[config.mk]
export PLATFORM = sky130hd
export DESIGN_NAME = oam_dma_ctrl
export DESIGN_NICKNAME = d
export VERILOG_FILES = /design/src/rtl/oam_dma_ctrl.sv
export SDC_FILE = /design/constraint.sdc
export NUM_CORES = 1
export LEC_CHECK = 0
export ABC_AREA = 1
export BUFFER_PORTS_ARGS = -buffer_cell sky130_fd_sc_hd__buf_2
export CORE_MARGIN = 1
export CORE_UTILIZATION = 30
export CTS_CLUSTER_DIAMETER = 80
export CTS_CLUSTER_SIZE = 12
export DETAILED_ROUTE_END_ITERATION = 7
export MAX_ROUTING_LAYER = met4
export PLACE_DENSITY = 0.66
export RECOVER_POWER = 50
export SYNTH_ARGS = -nofsm -noshare
export SYNTH_HDL_FRONTEND = slang
export SYNTH_SLANG_ARGS = --single-unit
[constraint.sdc]
create_clock -name clk -period 5.6 [get_ports clk]
set_input_delay 1.68 -clock clk [delete_from_list [all_inputs] [get_ports clk]]
set_output_delay 1.68 -clock clk [all_outputs]
set_load 0.005 [all_outputs]
[src/rtl/oam_dma_ctrl.sv]
// OAM DMA sequencer and CPU/DMA bus arbiter: FF46 write copies {src,00}..+159 to FE00-FE9F.
// Latency: START 1 cycle, then 160 READ/WRITE pairs; optional restart via OAM_DMA_RESTART_EN.
module oam_dma_ctrl #(
  parameter int OAM_LEN = 160
) (
  input  logic        clk,
  input  logic        rst,
  input  logic [15:0] cpu_a,
  input  logic [7:0]  cpu_dout,
  input  logic        cpu_wr,
  input  logic        cpu_rd,
  output logic [7:0]  cpu_din,
  output logic [15:0] bus_a,
  output logic [7:0]  bus_dout,
  output logic        bus_wr,
  output logic        bus_rd,
  input  logic [7:0]  bus_din,
  output logic        dma_active
);

  typedef enum logic [1:0] {IDLE, START, READ, WRITE} state_t;

  localparam logic [7:0] LAST_IDX = 8'(OAM_LEN - 1);

  state_t     state;
  logic [7:0] src_hi;
  logic [7:0] idx;
  logic [7:0] data_q;
  logic [7:0] eff_src;
  logic       ff46_sel;
  logic       ff46_wr;
  logic       hram_sel;
  logic       restart;

  assign ff46_sel = (cpu_a == 16'hFF46);
  assign ff46_wr  = cpu_wr && ff46_sel;
  assign hram_sel = (cpu_a >= 16'hFF80) && (cpu_a <= 16'hFFFE);
  // E0-FF sources alias the WRAM echo back onto C0-DF
  assign eff_src  = (src_hi >= 8'hE0) ? (src_hi - 8'h20) : src_hi;

`ifdef OAM_DMA_RESTART_EN
  assign restart = ff46_wr;
`else
  assign restart = 1'b0;
`endif

  always_ff @(posedge clk) begin
    if (rst) begin
      state      <= IDLE;
      idx        <= '0;
      src_hi     <= '0;
      data_q     <= '0;
      dma_active <= 1'b0;
    end else begin
      case (state)
        IDLE, START: begin
          if (ff46_wr) begin
            src_hi <= cpu_dout;
            state  <= START;
          end else if (state == START) begin
            idx        <= '0;
            state      <= READ;
            dma_active <= 1'b1;
          end
        end
        READ: begin
          if (restart) begin
            src_hi     <= cpu_dout;
            idx        <= '0;
            state      <= START;
            dma_active <= 1'b0;
          end else begin
            data_q <= bus_din;
            state  <= WRITE;
          end
        end
        WRITE: begin
          // restart beats the end-of-transfer return to IDLE
          if (restart) begin
            src_hi     <= cpu_dout;
            idx        <= '0;
            state      <= START;
            dma_active <= 1'b0;
          end else if (idx == LAST_IDX) begin
            state      <= IDLE;
            dma_active <= 1'b0;
          end else begin
            idx   <= idx + 8'd1;
            state <= READ;
          end
        end
        default: begin
          state      <= IDLE;
          dma_active <= 1'b0;
        end
      endcase
    end
  end

  always_comb begin
    bus_a    = cpu_a;
    bus_dout = cpu_dout;
    bus_wr   = cpu_wr && !ff46_sel;
    bus_rd   = cpu_rd;
    cpu_din  = ff46_sel ? src_hi : bus_din;
    case (state)
      READ: begin
        bus_a    = {eff_src, idx};
        bus_dout = data_q;
        bus_wr   = 1'b0;
        bus_rd   = 1'b1;
        cpu_din  = hram_sel ? bus_din : 8'hFF;
      end
      WRITE: begin
        bus_a    = {8'hFE, idx};
        bus_dout = data_q;
        bus_wr   = 1'b1;
        bus_rd   = 1'b0;
        cpu_din  = hram_sel ? bus_din : 8'hFF;
      end
      default: ;
    endcase
  end

endmodule
==> qor.yml <==
status: "finished clean"
cts_tree: "built"
synth.top_cells.by_count: "75 x nand2_1, 36 x nor2_1, 35 x inv_1, 34 x o21ai_0, 29 x a21oi_1"
seq_area_frac_synth: 0.294
rows: 28
n_antenna_cell: 0
maxCapViolCount: 0
gp_congestion: 0.815
ys_async_sr_fraction: 0
crit_type: "in -> out"
fmax_mhz: 206
drive_gt1_frac: 0.208
cts-buffers-inserted: 3
vias: 2111
powerDensity_nw_per_um2: 161
cp-end-kind: "output port"
ir_drop_mv: 0.113
io_pins: 71
portBuffers: 70
r2r_setup_slack_ns: 3.61
postCtsSetupBuffers: 0
syn-cell-area_sq_um: 1840
synthDominantCellAreaShare: 0.294
grtUsageTotal: 0.177
relSlewSlack: 0.377
yosysMostFrequentCell: "nand2_1"
synth_nets: 338
grt_pass1_vias: 1899
nNetsFinal: 404
viasPerCell: 4.80
postRouteAntennaNets: 0
rsz0062_at_grt: "false"
crit_required_ns: 3.92
cts_resized: 0
synth-seq-cells: 27
grt_antenna_before_repair: 0
die_x_microns: 80.2
synth_cell_type_count: 28
synth_area_per_cell_sq_um: 6.12
ys.flop_type: "dfxtp_1"
synthTopCellsByArea: "dfxtp_1 29%, nand2_1 15%, o21ai_0 9.3%"
syn_inst: 300
hold_depth: 2
grt_remaining_overflow: 0
reg2reg_depth: 4
avgRoutedWirePerCell_microns: 12.1
setup_viol: 0
whs_endpoint: "src_hi[6]$_SDFFE_PP0P_"
drc: 0
hold_viol: 0
die_y_microns: 80.2
tightest_slew_ns: 0.933
grt_first_pass_wirelength_microns: 8710
period_needed_ns: 4.85
yosysTopAreaCell: "dfxtp_1"
core_area_sq_um: 5920
holdCritPathClass: "reg -> reg"
wirelength_microns: 5310
dp_hpwl_microns: 4020
post-route-util: 0.374
cts_root_buffer: "clkbuf_8"
grt_max_degree: 33
slew_violations: 0
cts_buffer_depth: 2
cts_hold_buf: 0
crit_fanout: 10
drt_iter0_drc: 151
p_leak_nw: 0.994
yosys_warnings: 0
clk_pin_slew_ns: 0.09
cts-htree-levels: 1
cp.arrival_ns: 3.17
finalSetupTns_ns: 0
clk_latency_ns: 0.27
critPathLaunchType: "input port"
synth-edff-count: 0
min-delay-start: "src_hi[6]$_SDFFE_PP0P_"
nFillCells: 691
first_pass_iters: 4
fin_worst_skew_ns: 0.00594
dieArea_sq_um: 6440
cp-startpoint: "cpu_a[13]"
finalCritPeriodShare: 0.866
start_util: 0.310
reg2reg_from: "state[1]$_SDFFE_PP0P_"
area_growth_pct: 20.7
r2r-end: "state[1]$_SDFFE_PP0P_"
cts.sinks: 27
-- where the power goes --
part / switching, W / leakage [nW] / internal (W)
logic: 0.0000289 / 0.754 / 0.0000248
registers: 0.00000000283 / 0.217 / 0.000192
clock network: 0.0000603 / 0.0228 / 0.0000510
total: 0.0000892 / 0.994 / 0.000268
-- kinds of logic (layout without fill, tap and decap cells) --
| kind of cell | Yosys count | after routing | synth area share |
|---|---|---|---|
| AO/OA/AOI/OAI | 69 | 69 | 0.194 |
| XOR/XNOR | 2 | 2 | 0.00954 |
| adder cells (fa/ha/maj) | 2 | 2 | 0.0136 |
| buffers and inverters | 47 | 112 | 0.101 |
| flip-flops | 27 | 27 | 0.294 |
| AND/OR/NAND/NOR | 153 | 153 | 0.388 |
-- cells in the final DEF, fill, tap and decap left out, types with 3 or more instances in the layout --
master and count:
nand4_1 3, a21oi_1 29, buf_2 65, o21ai_0 34, inv_1 35, nand2_1 79
or2_0 8, nor3_1 4, clkbuf_8 3, nor2_1 38, nand3_1 15, clkbuf_1 6
dfxtp_1 27
-- routing by layer --
layer / track usage / up-vias / share of wire
li1: - / 1096 / -
met1: 0.242 / 943 / 0.48
met2: 0.269 / 64 / 0.44
met3: 0.0136 / 8 / 0.051
met4: 0.0679 / 0 / 0.021
met5: - / - / 0
-- flip-flops by register name, indices dropped and copies added, names as in the netlist --
signal      flops
dma_active      1
idx             8
src_hi          8
data_q          8
state           2
-- worst max-delay path, cell delays in order --
cell and delay, ns:
buf_2 0.11, nand2_1 0.09, inv_1 0.05, nand2_1 0.05
nor2_1 0.06, nand2_1 0.25, clkinvlp_2 0.37, nor2_1 0.18
o21ai_0 0.09, nand2_1 0.13, buf_2 0.11
-- area by class of cell --
class,instances,area [sq um],share of cell area
multi-input combinational,226,1050,0.472
tap,75,93.8,0.0423
inverter,37,140,0.0632
sequential,27,541,0.244
clock buffer,4,45.0,0.0203
timing repair buffer,71,352,0.159
-- worst max-delay path by stage --
stage | to | slack [ns] | cells after the start
after floorplan | cpu_din[0] | 1.47 | 8
after global placement | cpu_din[5] | 1.14 | 10
after detailed placement | cpu_din[7] | 1.13 | 11
after CTS | cpu_din[3] | 1.13 | 10
after global routing | cpu_din[3] | 0.49 | 11
final | cpu_din[0] | 0.75 | 11
-- metrics by stage --
| stage | std cells | hold slack (ns) | area, sq um | worst slack [ns] | total power [W] |
|---|---|---|---|---|---|
| final | 440 | 0.467 | 2220 | 0.750 | 0.000357 |
| after CTS | 440 | 0.469 | 2290 | 1.13 | 0.000361 |
| after floorplan | 300 | 0.441 | 1840 | 1.47 | 0.000219 |
| after detailed placement | 436 | 0.457 | 2240 | 1.13 | 0.000251 |
| after global routing | 440 | 0.491 | 2220 | 0.492 | 0.000374 |
| after global placement | 436 | 0.452 | 2240 | 1.14 | 0.000251 |
No activity file was read; power rests on OpenSTA's default activity.
